## src/rtl/hazard_ctrl_if.sv

```systemverilog
// Decode-stage hazard interface: ID-side request fields in, stall/issue/scoreboard status out.
// master = pipeline control driving decode info, slave = hazard_ctrl.
interface hazard_ctrl_if #(
    parameter int REG_ADDR_W = 5,
    parameter int NUM_REGS   = 32
);
    logic                  en;
    logic                  flush;
    logic                  id_valid;
    logic [REG_ADDR_W-1:0] id_rs1;
    logic                  id_rs1_used;
    logic [REG_ADDR_W-1:0] id_rs2;
    logic                  id_rs2_used;
    logic [REG_ADDR_W-1:0] id_rd;
    logic                  id_reg_wr;
    logic                  stall;
    logic                  issue;
    logic [NUM_REGS-1:0]   busy_mask;
    logic                  idle;

    modport master (
        output en, flush, id_valid, id_rs1, id_rs1_used, id_rs2, id_rs2_used, id_rd, id_reg_wr,
        input  stall, issue, busy_mask, idle
    );

    modport slave (
        input  en, flush, id_valid, id_rs1, id_rs1_used, id_rs2, id_rs2_used, id_rd, id_reg_wr,
        output stall, issue, busy_mask, idle
    );
endinterface

```

## src/rtl/hazard_ctrl.sv

```systemverilog
// Register-hazard scoreboard and ID stall controller: per-register countdown to writeback.
// Define HAZARD_CTRL_BYPASS_EN when EX->ID forwarding exists (only the adjacent producer blocks).
module hazard_ctrl #(
    parameter int REG_ADDR_W = 5,
    parameter int NUM_REGS   = 32,
    parameter int WB_LAT     = 3
) (
    input  logic          clk,
    input  logic          rst_n,
    hazard_ctrl_if.slave  hz
);
    localparam int CNT_W = $clog2(WB_LAT + 1);
    localparam logic [CNT_W-1:0] LAT = CNT_W'(WB_LAT);

    logic [NUM_REGS-1:0][CNT_W-1:0] w_cnt;
    logic [NUM_REGS-1:0]            w_busy_next;
    logic [NUM_REGS-1:0]            r_busy;
    logic                           r_idle;
    logic                           w_act;
    logic                           w_haz1;
    logic                           w_haz2;
    logic                           w_issue;
    logic                           w_mark;

    function automatic logic blocking(input logic [CNT_W-1:0] c);
`ifdef HAZARD_CTRL_BYPASS_EN
        return c == LAT;
`else
        return c != '0;
`endif
    endfunction

    // Hazard check reads pre-update counts, so rd==rs of one instruction never self-stalls.
    assign w_haz1  = hz.id_rs1_used && (hz.id_rs1 != '0) && blocking(w_cnt[hz.id_rs1]);
    assign w_haz2  = hz.id_rs2_used && (hz.id_rs2 != '0) && blocking(w_cnt[hz.id_rs2]);
    assign w_act   = rst_n && hz.en && hz.id_valid && !hz.flush;
    assign w_issue = w_act && !(w_haz1 || w_haz2);
    assign w_mark  = w_issue && hz.id_reg_wr && (hz.id_rd != '0);

    assign hz.stall     = w_act && (w_haz1 || w_haz2);
    assign hz.issue     = w_issue;
    assign hz.busy_mask = r_busy;
    assign hz.idle      = r_idle;

    genvar gi;
    generate
        for (gi = 0; gi < NUM_REGS; gi++) begin : g_reg
            if (gi == 0) begin : g_zero
                assign w_cnt[gi]       = '0;
                assign w_busy_next[gi] = 1'b0;
            end else begin : g_cnt
                logic [CNT_W-1:0] r_cnt;
                logic [CNT_W-1:0] w_next;

                // A fresh issue to this register overrides its decrement: newest write wins.
                always_comb begin
                    w_next = r_cnt;
                    if (hz.en) begin
                        if (w_mark && (hz.id_rd == REG_ADDR_W'(gi)))
                            w_next = LAT;
                        else if (r_cnt != '0)
                            w_next = r_cnt - 1'b1;
                    end
                end

                always_ff @(posedge clk) begin
                    if (!rst_n)
                        r_cnt <= '0;
                    else
                        r_cnt <= w_next;
                end

                assign w_cnt[gi]       = r_cnt;
                assign w_busy_next[gi] = (w_next != '0);
            end
        end
    endgenerate

    always_ff @(posedge clk) begin
        if (!rst_n) begin
            r_busy <= '0;
            r_idle <= 1'b1;
        end else begin
            r_busy <= w_busy_next;
            r_idle <= ~|w_busy_next;
        end
    end
endmodule
```

## src/flat_wrapper.sv

```systemverilog
// flat-port wrapper written by rule: the top's interface ports become plain ports
module hazard_ctrl_flat 
#(
    parameter int REG_ADDR_W = 5,
    parameter int NUM_REGS   = 32,
    parameter int WB_LAT     = 3
)
  (clk, rst_n, hz_en, hz_flush, hz_id_valid, hz_id_rs1, hz_id_rs1_used, hz_id_rs2, hz_id_rs2_used, hz_id_rd, hz_id_reg_wr, hz_stall, hz_issue, hz_busy_mask, hz_idle);
  hazard_ctrl_if #(.REG_ADDR_W(REG_ADDR_W), .NUM_REGS(NUM_REGS)) hz_i ();
  input  logic clk;
  input  logic rst_n;
  input wire logic [$bits(hz_i.en)-1:0] hz_en;
  input wire logic [$bits(hz_i.flush)-1:0] hz_flush;
  input wire logic [$bits(hz_i.id_valid)-1:0] hz_id_valid;
  input wire logic [$bits(hz_i.id_rs1)-1:0] hz_id_rs1;
  input wire logic [$bits(hz_i.id_rs1_used)-1:0] hz_id_rs1_used;
  input wire logic [$bits(hz_i.id_rs2)-1:0] hz_id_rs2;
  input wire logic [$bits(hz_i.id_rs2_used)-1:0] hz_id_rs2_used;
  input wire logic [$bits(hz_i.id_rd)-1:0] hz_id_rd;
  input wire logic [$bits(hz_i.id_reg_wr)-1:0] hz_id_reg_wr;
  output wire logic [$bits(hz_i.stall)-1:0] hz_stall;
  output wire logic [$bits(hz_i.issue)-1:0] hz_issue;
  output wire logic [$bits(hz_i.busy_mask)-1:0] hz_busy_mask;
  output wire logic [$bits(hz_i.idle)-1:0] hz_idle;
  assign hz_i.en = hz_en;
  assign hz_i.flush = hz_flush;
  assign hz_i.id_valid = hz_id_valid;
  assign hz_i.id_rs1 = hz_id_rs1;
  assign hz_i.id_rs1_used = hz_id_rs1_used;
  assign hz_i.id_rs2 = hz_id_rs2;
  assign hz_i.id_rs2_used = hz_id_rs2_used;
  assign hz_i.id_rd = hz_id_rd;
  assign hz_i.id_reg_wr = hz_id_reg_wr;
  assign hz_stall = hz_i.stall;
  assign hz_issue = hz_i.issue;
  assign hz_busy_mask = hz_i.busy_mask;
  assign hz_idle = hz_i.idle;
  hazard_ctrl #(.REG_ADDR_W(REG_ADDR_W), .NUM_REGS(NUM_REGS), .WB_LAT(WB_LAT)) u_core (.clk(clk), .rst_n(rst_n), .hz(hz_i));
endmodule
```

## config.mk

```make
export PLATFORM = sky130hd
export DESIGN_NAME = hazard_ctrl_flat
export DESIGN_NICKNAME = d
export VERILOG_FILES = /design/src/rtl/hazard_ctrl_if.sv /design/src/rtl/hazard_ctrl.sv /design/src/flat_wrapper.sv
export SDC_FILE = /design/constraint.sdc
export NUM_CORES = 1
export LEC_CHECK = 0
export BUFFER_PORTS_ARGS = -buffer_cell sky130_fd_sc_hd__clkbuf_2
export CAP_MARGIN = 20
export CORE_ASPECT_RATIO = 2
export CORE_MARGIN = 5
export CORE_UTILIZATION = 29
export DETAILED_ROUTE_END_ITERATION = 6
export PLACE_DENSITY = 0.47
export SLEW_MARGIN = 20
export SYNTH_ARGS = -nofsm -noshare
export SYNTH_HDL_FRONTEND = slang
export SYNTH_SLANG_ARGS = --single-unit
```

## constraint.sdc

```tcl
create_clock -name clk -period 2.6 [get_ports clk]
set_clock_uncertainty 0.2 [all_clocks]
set_input_delay 0.13 -clock clk [delete_from_list [all_inputs] [get_ports clk]]
set_output_delay 0.13 -clock clk [all_outputs]
set_load 0.01 [all_outputs]
```

==> results of run 1 <==
area by class of cell:
| type | instances | area [um^2] |
|---|---|---|
| fill | 1778 | 10700 |
| multi-input combinational | 456 | 2940 |
| sequential | 94 | 1910 |
| timing repair buffer | 143 | 966 |
| tap | 210 | 263 |
| clock buffer | 9 | 225 |
| clock inverter | 7 | 73.8 |
| inverter | 10 | 40.0 |
routing by layer:
layer / vias up / share of wire / global-route usage
li1: 2478 / - / -
met1: 2384 / 0.42 / 0.222
met2: 127 / 0.50 / 0.298
met3: 33 / 0.043 / 0.0279
met4: 0 / 0.034 / 0.0773
met5: - / 0 / 0
metrics by stage:
stage / power, uW / setup TNS (ns) / area [um^2] / hold slack [ns] / instances
floorplan: 1660 / 0 / 4990 / 0.216 / 609
CTS: 3140 / 0 / 6320 / 0.107 / 929
global placement: 1790 / -0.00253 / 6000 / 0.319 / 913
global route: 3240 / -0.0486 / 6420 / 0.161 / 929
finish: 3120 / 0 / 6420 / 0.132 / 929
detailed placement: 1790 / -0.0896 / 6000 / 0.317 / 913
kinds of logic (layout without fill, tap and decap cells):
kind of cell	after synthesis	after routing
other	1	1
muxes	3	3
and+or+nand+nor	240	240
buffers and inverters	59	169
DFF	94	94
AOI/OAI and AO/OA	212	212
state kept, by name, indices dropped and copies added, names as in the netlist:
signal and count:
u_core.g.g_cnt.r_cnt 62, u_core.hz.idle 1, u_core.hz.busy_mask 31
report_power, final:
part           internal, uW  leakage, uW  switching, uW
clock                   683     0.000148            654
sequential             1440     0.000768          0.518
combinational           136      0.00155            204
total                  2260      0.00247            858
worst max-delay path: cells and delay by family (launching register included):
family	cells	cell delay [ns]
multiplexers	1	0.46
buffers and inverters	1	0.13
AND/OR/NAND/NOR	3	0.36
flip-flops	1	0.34
AO/OA/AOI/OAI	4	0.96
timing repair:
action,4_1_cts,5_1_grt
setup endpoints to repair,11,54
setup buffers,0,1
resized for setup,5,37
gates cloned,0,0
hold endpoints to repair,0,0
pin swaps,4,8
synth_stat cells (7+ instances only):
cell type	n	area [um^2]
nor2b_1	37	231
nand3_1	17	85.1
or3_1	7	43.8
o21ai_0	36	180
dfxtp_1	94	1880
inv_1	9	33.8
and3_1	9	56.3
nor4_1	12	75.1
nand4b_1	12	105
a21oi_1	37	185
a21boi_1	64	480
o31a_1	10	87.6
nor3b_1	8	60.1
o21a_1	10	75.1
nand4_1	20	125
clkbuf_1	32	120
buf_2	9	45.0
nor3_1	23	115
a21boi_0	9	67.6
nand2_1	11	41.3
nor2_1	70	263
placed cells by master, fill, tap and decap left out, types with 10 or more instances in the layout:
| cell | Yosys | layout |
|---|---|---|
| o21a_1 | 10 | 10 |
| dfxtp_1 | 94 | 72 |
| nand3_1 | 17 | 17 |
| nor2b_1 | 37 | 37 |
| o31a_1 | 10 | 10 |
| nand4b_1 | 12 | 12 |
| clkbuf_2 | 0 | 56 |
| o21ai_0 | 36 | 36 |
| nand2_1 | 11 | 11 |
| a21boi_1 | 64 | 64 |
| a21oi_1 | 37 | 37 |
| buf_4 | 4 | 83 |
| nor3_1 | 23 | 23 |
| nand4_1 | 20 | 20 |
| nor2_1 | 70 | 68 |
| nor4_1 | 12 | 12 |
| dfxtp_2 | 0 | 21 |
how the worst max path moves through the flow:
stage / from / to / cells after the start
finish: u_core.g_reg[12].g_cnt.r_cnt[0] / u_core.hz.idle / 9
global route: u_core.g_reg[13].g_cnt.r_cnt[0] / u_core.hz.idle / 9
CTS: u_core.g_reg[12].g_cnt.r_cnt[0] / u_core.hz.idle / 10
detailed placement: u_core.g_reg[12].g_cnt.r_cnt[1] / u_core.hz.idle / 9
global placement: u_core.g_reg[2].g_cnt.r_cnt[0] / u_core.hz.idle / 10
floorplan: u_core.g_reg[13].g_cnt.r_cnt[0] / u_core.g_reg[13].g_cnt.r_cnt[0] / 9
==> flow_summary.json, run 1 <==
{
  "vias_per_cell": 5.41,
  "synth_adder_area_share": 0,
  "synth.distinct_cells": 65,
  "floorplan.die.width_um": 103,
  "antenna_violating_nets_post_route": 0,
  "initial_core_utilization": 0.292,
  "power_density_nw_per_um2": 486,
  "finalCritPeriodShare": 0.980,
  "post_route_cells_drive_above_1_share": 0.281,
  "clock_sinks": 94,
  "clk_latency_ns": 0.36,
  "tritoncts": "done",
  "number_of_antenna_violations_at_the_first_check_in_global_routing": 0,
  "r2r_slack_ns": 0.05,
  "rr_endpoint": "u_core.hz.idle",
  "setup.worst_path.class": "reg2reg",
  "grt_start_max_net_pins": 95,
  "die_height_um": 196,
  "synth_edf_count": 0,
  "largest_fanout_on_the_critical_path": 4,
  "post_synth_inst_count": 609,
  "slew_headroom": 0.448,
  "clock_tree.htree_level_count": 3,
  "timing_max_transition_violations_final": 0,
  "critPathMostFrequentCell": "nand4_1",
  "setup_violations": 0,
  "first_global_vias": 4945,
  "minimum_period_implied_by_the_final_worst_setup_slack_ns": 2.55,
  "synth-compound-area-share": 0.297,
  "worst_hold_path.num_cells": 4,
  "cts_hold_repair.buffers": 0,
  "ctsLongestPathBuffers": 2,
  "slowest_stage": "mux4_2",
  "syn_to_final_growth_pct": 28.6,
  "ys.flop_type": "dfxtp_1",
  "buffer_ports.inserted": 56,
  "drcViolationCount": 0,
  "clk_pin_slew_ns": 0.08,
  "unrepaired_setup_endpoints_after_global_routing": "true",
  "route.detailed.wl_per_inst_um": 19.1,
  "io-pin-count": 58,
  "grtUsageTotal": 0.178,
  "postSynthNetCount": 632,
  "dr.first_iter.drc_count": 220,
  "finalHoldViolations": 0,
  "timing_worst_slew_pin_value_ns": 0.828,
  "max_freq_ghz": 0.393,
  "yosys.area_share.simple": 0.262,
  "whs_endpoint": "u_core.g_reg[14].g_cnt.r_cnt[1]",
  "dr.pass1.iters": 4,
  "final_critical_path_setup_slack_ns": 0.0525,
  "worst_path_largest_cell_delay_ns": 0.46,
  "max_cap_check_violation_count": 0,
  "min_path_type": "in2reg",
  "timing.critical_path.required_ns": 2.66,
  "cts-root-buf": "clkbuf_16",
  "status": "complete, no violations",
  "post_synth_mux_area_share": 0.0110,
  "r2r_start": "u_core.g_reg[12].g_cnt.r_cnt[0]",
  "p_leak_uw": 0.00247,
  "fin_util": 0.375,
  "nets": 737,
  "globalplace.congestion": 0.859,
  "ys_async_sr_fraction": 0,
  "min_from": "hz_id_reg_wr",
  "placementRows": 68,
  "dp_worst_setup_slack_ns": -0.0499,
  "crit_path_cell_trace": "nor2_2 -> mux4_2 -> a2bb2oi_2 -> a22o_4 -> buf_4 -> o211a_4 -> nand4_1 -> nand4_1 -> o41ai_2",
  "core_region_area_um2": 17100,
  "fp.dieArea_um2": 20100,
  "largest_family_of_logic_cells_by_synthesized_area": "compound AO/OA/AOI/OAI gates",
  "via_count": 5022,
  "ys_warn_count": 0,
  "worst_r2r_path_depth": 9,
  "peakVddDrop_mv": 0.291,
  "yosysSeqAreaShare": 0.377,
  "netlist_area_um2": 4990,
  "grt_remaining_overflow": 0,
  "hpwl_mm": 13.3,
  "arrival_ns": 2.61,
  "grt_first_pass_wirelength_mm": 27.3,
  "synthesis.area_per_instance_um2": 8.19,
  "detail_route.wirelength_mm": 17.7,
  "critPathCaptureType": "flip-flop",
  "ys_ff_latch": 94,
  "critPathLaunchType": "flip-flop",
  "synth-xor-area-share": 0,
  "n_antenna_cell": 0,
  "numCtsBuffers": 9
}
(Power assumes the default switching activity.)
==> run 2: changes to the inputs <==
--- a/config.mk
+++ b/config.mk
@@ -5,6 +5,7 @@
 export SDC_FILE = /design/constraint.sdc
 export NUM_CORES = 1
 export LEC_CHECK = 0
+export ABC_AREA = 1
 export BUFFER_PORTS_ARGS = -buffer_cell sky130_fd_sc_hd__clkbuf_2
 export CAP_MARGIN = 20
 export CORE_ASPECT_RATIO = 2
==> flow_summary.json, run 2 <==
{
  "max_freq_ghz": 0.403,
  "ctsLongestPathBuffers": 2,
  "yosys.cell_count.top_type": "nand2_1",
  "grt_first_pass_wirelength_mm": 27.5,
  "die_height_um": 200,
  "ys_ff_latch": 94,
  "minimum_period_implied_by_the_final_worst_setup_slack_ns": 2.48,
  "timing_max_transition_violations_final": 0,
  "globalplace.congestion": 0.957,
  "placementRows": 69,
  "cell_internal_pwr_uw": 2480,
  "grtUsageTotal": 0.169,
  "timing_worst_slew_pin_value_ns": 0.695,
  "yosysSeqAreaShare": 0.361,
  "synth_top_area_frac": 0.361,
  "numCtsBuffers": 9,
  "clk_pin_slew_ns": 0.07,
  "core_region_area_um2": 17800,
  "vias_per_cell": 4.60,
  "fp.dieArea_um2": 20900,
  "ys_async_sr_fraction": 0,
  "placedInstanceArea_um2": 6280,
  "post_route_cells_drive_above_1_share": 0.226,
  "netlist_area_um2": 5220,
  "n_antenna_cell": 0,
  "synth_top_cell_by_area": "dfxtp_1",
  "clk_latency_ns": 0.35,
  "net-switching-power_uw": 790,
  "route.detailed.wl_per_inst_um": 14.4,
  "total_power_uw": 3270,
  "fillers": 2042,
  "buffer_ports.inserted": 56,
  "power.share.combinational": 0.090,
  "min_path_type": "in2reg",
  "peakVddDrop_mv": 0.295,
  "setup_violations": 0,
  "clock_tree.htree_level_count": 3,
  "arrival_ns": 2.52,
  "p_leak_uw": 0.00358,
  "largest_register_ff_count": 62,
  "via_count": 5479,
  "critPathCaptureType": "flip-flop",
  "io-pin-count": 58,
  "synth.distinct_cells": 29,
  "synth_edf_count": 0,
  "yosys-top-cells-count": "nand2_1, inv_1, nor2_1",
  "dp_worst_setup_slack_ns": -0.0701,
  "max_cap_check_violation_count": 0,
  "antenna_violating_nets_post_route": 0,
  "dr.first_iter.drc_count": 205,
  "postSynthNetCount": 874,
  "finalHoldViolations": 0,
  "synthesis.area_per_instance_um2": 6.13,
  "status": "complete, no violations",
  "largest_register": "u_core.g.g_cnt.r_cnt",
  "post_synth_inst_count": 851,
  "tritoncts": "done",
  "grt_start_max_net_pins": 63,
  "first_global_vias": 5492,
  "unrepaired_setup_endpoints_after_global_routing": "true",
  "cts-root-buf": "clkbuf_16",
  "swShare": 0.241,
  "drcViolationCount": 0,
  "hpwl_mm": 13.9,
  "finalCritPeriodShare": 0.955,
  "clock_sinks": 94,
  "detail_route.wirelength_mm": 17.2,
  "cells_taking_the_most_area_after_synthesis": "dfxtp_1, nand2_1, inv_1",
  "fin_area_um2": 6690,
  "grt_remaining_overflow": 0,
  "critPathLaunchType": "flip-flop",
  "final_cell_mix": "nand2_1, inv_1, nor2_1",
  "largest_fanout_on_the_critical_path": 11,
  "syn_to_final_growth_pct": 28.1,
  "power_density_nw_per_um2": 490,
  "cts_hold_repair.buffers": 0,
  "number_of_antenna_violations_at_the_first_check_in_global_routing": 0,
  "final_critical_path_setup_slack_ns": 0.117,
  "most_common_cell_after_layout_fill_and_taps_aside": "nand2_1",
  "clock_power_share": 0.471,
  "slew_headroom": 0.536,
  "floorplan.die.width_um": 105,
  "setup.worst_path.class": "reg2reg",
  "nets": 997,
  "ys.flop_type": "dfxtp_1",
  "ys_warn_count": 0,
  "seqPwrFrac": 0.440,
  "dr.pass1.iters": 4,
  "timing.critical_path.required_ns": 2.64,
  "initial_core_utilization": 0.293
}
==> run 2: timing repair <==
item | in CTS | in global routing
gates resized for setup | 4 | 14
setup buffers | 0 | 0
pin swaps | 0 | 6
endpoints found under the hold margin | 0 | 0
setup endpoints to repair | 1 | 1
==> run 2: path summary, 6_finish.rpt <==
path | cells past startpoint | start | slack, ns | end
worst max-delay path | 22 | u_core.g_reg[16].g_cnt.r_cnt[0] | 0.12 | u_core.hz.idle
worst min-delay path | 3 | rst_n | 0.07 | u_core.hz.idle
worst max register to register | 22 | u_core.g_reg[16].g_cnt.r_cnt[0] | 0.12 | u_core.hz.idle
worst min register to register | 2 | u_core.g_reg[23].g_cnt.r_cnt[1] | 0.29 | u_core.g_reg[23].g_cnt.r_cnt[1]
==> run 2: kinds of logic after synthesis <==
| family | synth area share |
|---|---|
| simple gates | 0.367 |
| buf+inv | 0.137 |
| compound gates | 0.135 |
| flops | 0.361 |
| other cells | 0.000719 |
==> run 2: per-stage QoR <==
step	TNS [ns]	util	std cells	hold WS, ns
floorplan	0	-	851	0.0545
global placement	-0.0781	0.353	1176	0.281
detailed placement	-0.0701	0.353	1176	0.279
CTS	0	0.374	1192	0.0715
global route	-0.110	0.376	1192	0.0941
finish	0	0.376	1192	0.0700
==> run 2: layout make-up <==
class | instances | area [um^2] | share of cell area
multi-input combinational | 575 | 2660 | 0.398
inverter | 158 | 593 | 0.0887
timing repair buffer | 136 | 935 | 0.140
sequential | 94 | 1890 | 0.282
clock buffer | 9 | 225 | 0.0337
tap | 213 | 267 | 0.0399
clock inverter | 7 | 121 | 0.0182
==> run 2: critical path: stages (launching register included) <==
cell and delay (ns):
dfxtp_2 0.32, nor2_2 0.13, buf_4 0.14, nor2_2 0.04, nor2_1 0.08, nand2_1 0.07
nand2_1 0.06, nand3_1 0.06, nand2_1 0.06, nand2_1 0.06, nand3_2 0.09, nand2_4 0.09
nor2_8 0.15, buf_12 0.16, nand3_1 0.10, nand2_1 0.11, nor2_1 0.04, nand2_1 0.09
nor2_1 0.05, nand2_1 0.11, nor2_1 0.06, nand2_1 0.06, nand2_1 0.04
==> run 2: layer usage <==
metal / GRT usage / up-vias / part of all wire
met1: 0.165 / 2501 / 0.37
met3: 0.0217 / 46 / 0.026
met5: 0 / - / 0
met4: 0.109 / 0 / 0.061
met2: 0.327 / 91 / 0.55
li1: - / 2841 / -
==> run 2: power groups by stage <==
stage | combinational (uW) | sequential [uW] | clock [uW]
after global placement | 292 | 1470 | 0
after global routing | 326 | 1440 | 1650
after detailed placement | 291 | 1470 | 0
after CTS | 294 | 1440 | 1600
final | 293 | 1440 | 1540
after floorplan | 169 | 1470 | 0
==> run 3: changes to the inputs <==
--- a/config.mk
+++ b/config.mk
@@ -9,10 +9,10 @@
 export BUFFER_PORTS_ARGS = -buffer_cell sky130_fd_sc_hd__clkbuf_2
 export CAP_MARGIN = 20
 export CORE_ASPECT_RATIO = 2
-export CORE_MARGIN = 5
-export CORE_UTILIZATION = 29
+export CORE_MARGIN = 2
+export CORE_UTILIZATION = 45
 export DETAILED_ROUTE_END_ITERATION = 6
-export PLACE_DENSITY = 0.47
+export PLACE_DENSITY = 0.66
 export SLEW_MARGIN = 20
 export SYNTH_ARGS = -nofsm -noshare
 export SYNTH_HDL_FRONTEND = slang
==> flow_summary.json, run 3 (synthesis gave the netlist of run 2 again) <==
{
  "initial_core_utilization": 0.462,
  "via_count": 5472,
  "syn_to_final_growth_pct": 20.9,
  "clock_power_share": 0.414,
  "clock_sinks": 94,
  "first_global_vias": 5179,
  "route.detailed.wl_per_inst_um": 14.2,
  "grt_remaining_overflow": 0,
  "post_route_cells_drive_above_1_share": 0.228,
  "max_cap_check_violation_count": 0,
  "min_path_type": "in2reg",
  "critical_path.top_delay_family": "simple AND/OR/NAND/NOR gates",
  "peakVddDrop_mv": 0.351,
  "timing_worst_slew_pin_value_ns": 0.686,
  "grt_start_max_net_pins": 63,
  "largest_register": "u_core.g.g_cnt.r_cnt",
  "floorplan.die.width_um": 80.2,
  "dr.pass1.iters": 5,
  "placed_cells_incl_taps": 1063,
  "detail_route.wirelength_mm": 15.4,
  "number_of_antenna_violations_at_the_first_check_in_global_routing": 0,
  "globalplace.congestion": 0.980,
  "arrival_ns": 2.57,
  "swShare": 0.255,
  "fin_area_um2": 6310,
  "tritoncts": "done",
  "finalHoldViolations": 0,
  "cts-root-buf": "clkbuf_16",
  "unrepaired_setup_endpoints_after_global_routing": "true",
  "hpwl_mm": 11.9,
  "n_antenna_cell": 0,
  "critPathLaunchType": "flip-flop",
  "max_freq_ghz": 0.394,
  "io-pin-count": 58,
  "final_critical_path_setup_slack_ns": 0.0635,
  "cell_internal_pwr_uw": 2180,
  "placedInstanceArea_um2": 5850,
  "grt_first_pass_wirelength_mm": 24.7,
  "vias_per_cell": 5.05,
  "setup.worst_path.class": "reg2reg",
  "hold_ws_ns": 0.0174,
  "buffer_ports.inserted": 56,
  "setup_violations": 0,
  "seqPwrFrac": 0.493,
  "timing.critical_path.required_ns": 2.63,
  "dp_worst_setup_slack_ns": -0.0151,
  "crit_path_cell_trace": "nor2_2 -> nand2_1 -> nand3_1 -> nand2_1 -> nand2_1 -> nand3_1 -> nand2_1 -> nand2_1 -> nand2_2 -> nand2_4 -> nor2_8 -> buf_4 -> nand3_2 -> nand2_1 -> nor2_1 -> nand2_1 -> nor2_1 -> nand2_1 -> nor2_2 -> nand2_1 -> nand2_1",
  "power_density_nw_per_um2": 464,
  "power.share.combinational": 0.094,
  "core_region_area_um2": 11300,
  "numCtsBuffers": 9,
  "grtUsageTotal": 0.262,
  "slew_headroom": 0.543,
  "total_power_uw": 2920,
  "worst_path_largest_cell_delay_ns": 0.34,
  "net-switching-power_uw": 746,
  "nets": 960,
  "final_cell_mix": "nand2_1, inv_1, nor2_1",
  "largest_fanout_on_the_critical_path": 7,
  "clk_latency_ns": 0.35,
  "minimum_period_implied_by_the_final_worst_setup_slack_ns": 2.54,
  "most_common_cell_after_layout_fill_and_taps_aside": "nand2_1",
  "clk_pin_slew_ns": 0.07,
  "die_height_um": 156,
  "finalCritPeriodShare": 0.976,
  "timing_max_transition_violations_final": 0,
  "critPathMostFrequentCell": "nand2_1",
  "clock_tree.htree_level_count": 3,
  "layout_cells_excl_fill": 1083,
  "drcViolationCount": 0,
  "dr.first_iter.drc_count": 271,
  "p_leak_uw": 0.00339,
  "slowest_stage": "dfxtp_1",
  "antenna_violating_nets_post_route": 0,
  "largest_register_ff_count": 62,
  "cp.buffers_inverters": 1,
  "fp.dieArea_um2": 12500,
  "cts_hold_repair.buffers": 0,
  "placementRows": 55,
  "critPathCaptureType": "flip-flop",
  "ctsLongestPathBuffers": 2,
  "status": "complete, no violations"
}
## run 3: changes by cell type in the layout (fill, tap and decap cells not counted), sizes merged
| cell | before | now |
|---|---|---|
| bufinv | 3 | 0 |
| clkinvlp | 0 | 1 |
| buf | 80 | 43 |
| clkbuf | 65 | 66 |
## run 3: path summary, 6_finish.rpt
path                                         from  cells past startpoint  slack (ns)                         endpoint
setup / recovery  u_core.g_reg[31].g_cnt.r_cnt[0]                     21        0.06                   u_core.hz.idle
hold / removal                        hz_id_rd[4]                      4        0.02  u_core.g_reg[12].g_cnt.r_cnt[1]
setup reg to reg  u_core.g_reg[31].g_cnt.r_cnt[0]                     21        0.06                   u_core.hz.idle
hold reg to reg    u_core.g_reg[4].g_cnt.r_cnt[1]                      2        0.29   u_core.g_reg[4].g_cnt.r_cnt[1]
## run 3: repair_timing
| action | 4_1_cts | 5_1_grt |
|---|---|---|
| buffers inserted | 0 | 5 |
| endpoints found under the setup margin | 2 | 2 |
| pin swaps | 0 | 12 |
| gates resized for setup | 4 | 57 |
## run 3: cell type report
cell class                 count  area [um^2]
sequential                    94         1900
clock buffer                  10          229
inverter                     158          593
multi-input combinational    575         2730
tap                          142          178
clock inverter                 5         35.0
timing repair buffer          99          634
fill                        1195         4980
## run 3: per-layer routing
metal | track usage | wire, um | vias up
met5 | 0 | 0 | -
met4 | 0.199 | 1320 | 0
met3 | 0.0421 | 664 | 69
met2 | 0.464 | 7930 | 172
met1 | 0.265 | 5460 | 2459
li1 | - | - | 2772
## run 3: power groups by stage
stage | combinational (uW) | sequential [uW] | clock (uW)
after detailed placement | 259 | 1470 | 0
after CTS | 260 | 1440 | 1240
after global placement | 259 | 1470 | 0
after global routing | 302 | 1440 | 1290
final | 274 | 1440 | 1210
after floorplan | 169 | 1470 | 0
## run 3: tightest hold or removal path, cell delays in order
cell and delay (ns):
clkbuf_2 0.15, nor2_1 0.09, nand3_2 0.08, a21oi_1 0.07
## run 3: through the flow
stage	utilization	TNS, ns
3_3_place_gp	0.519	-0.00512
3_5_place_dp	0.519	-0.0151
2_1_floorplan	-	0
5_1_grt	0.559	-0.108
4_1_cts	0.543	0
6_report	0.559	0
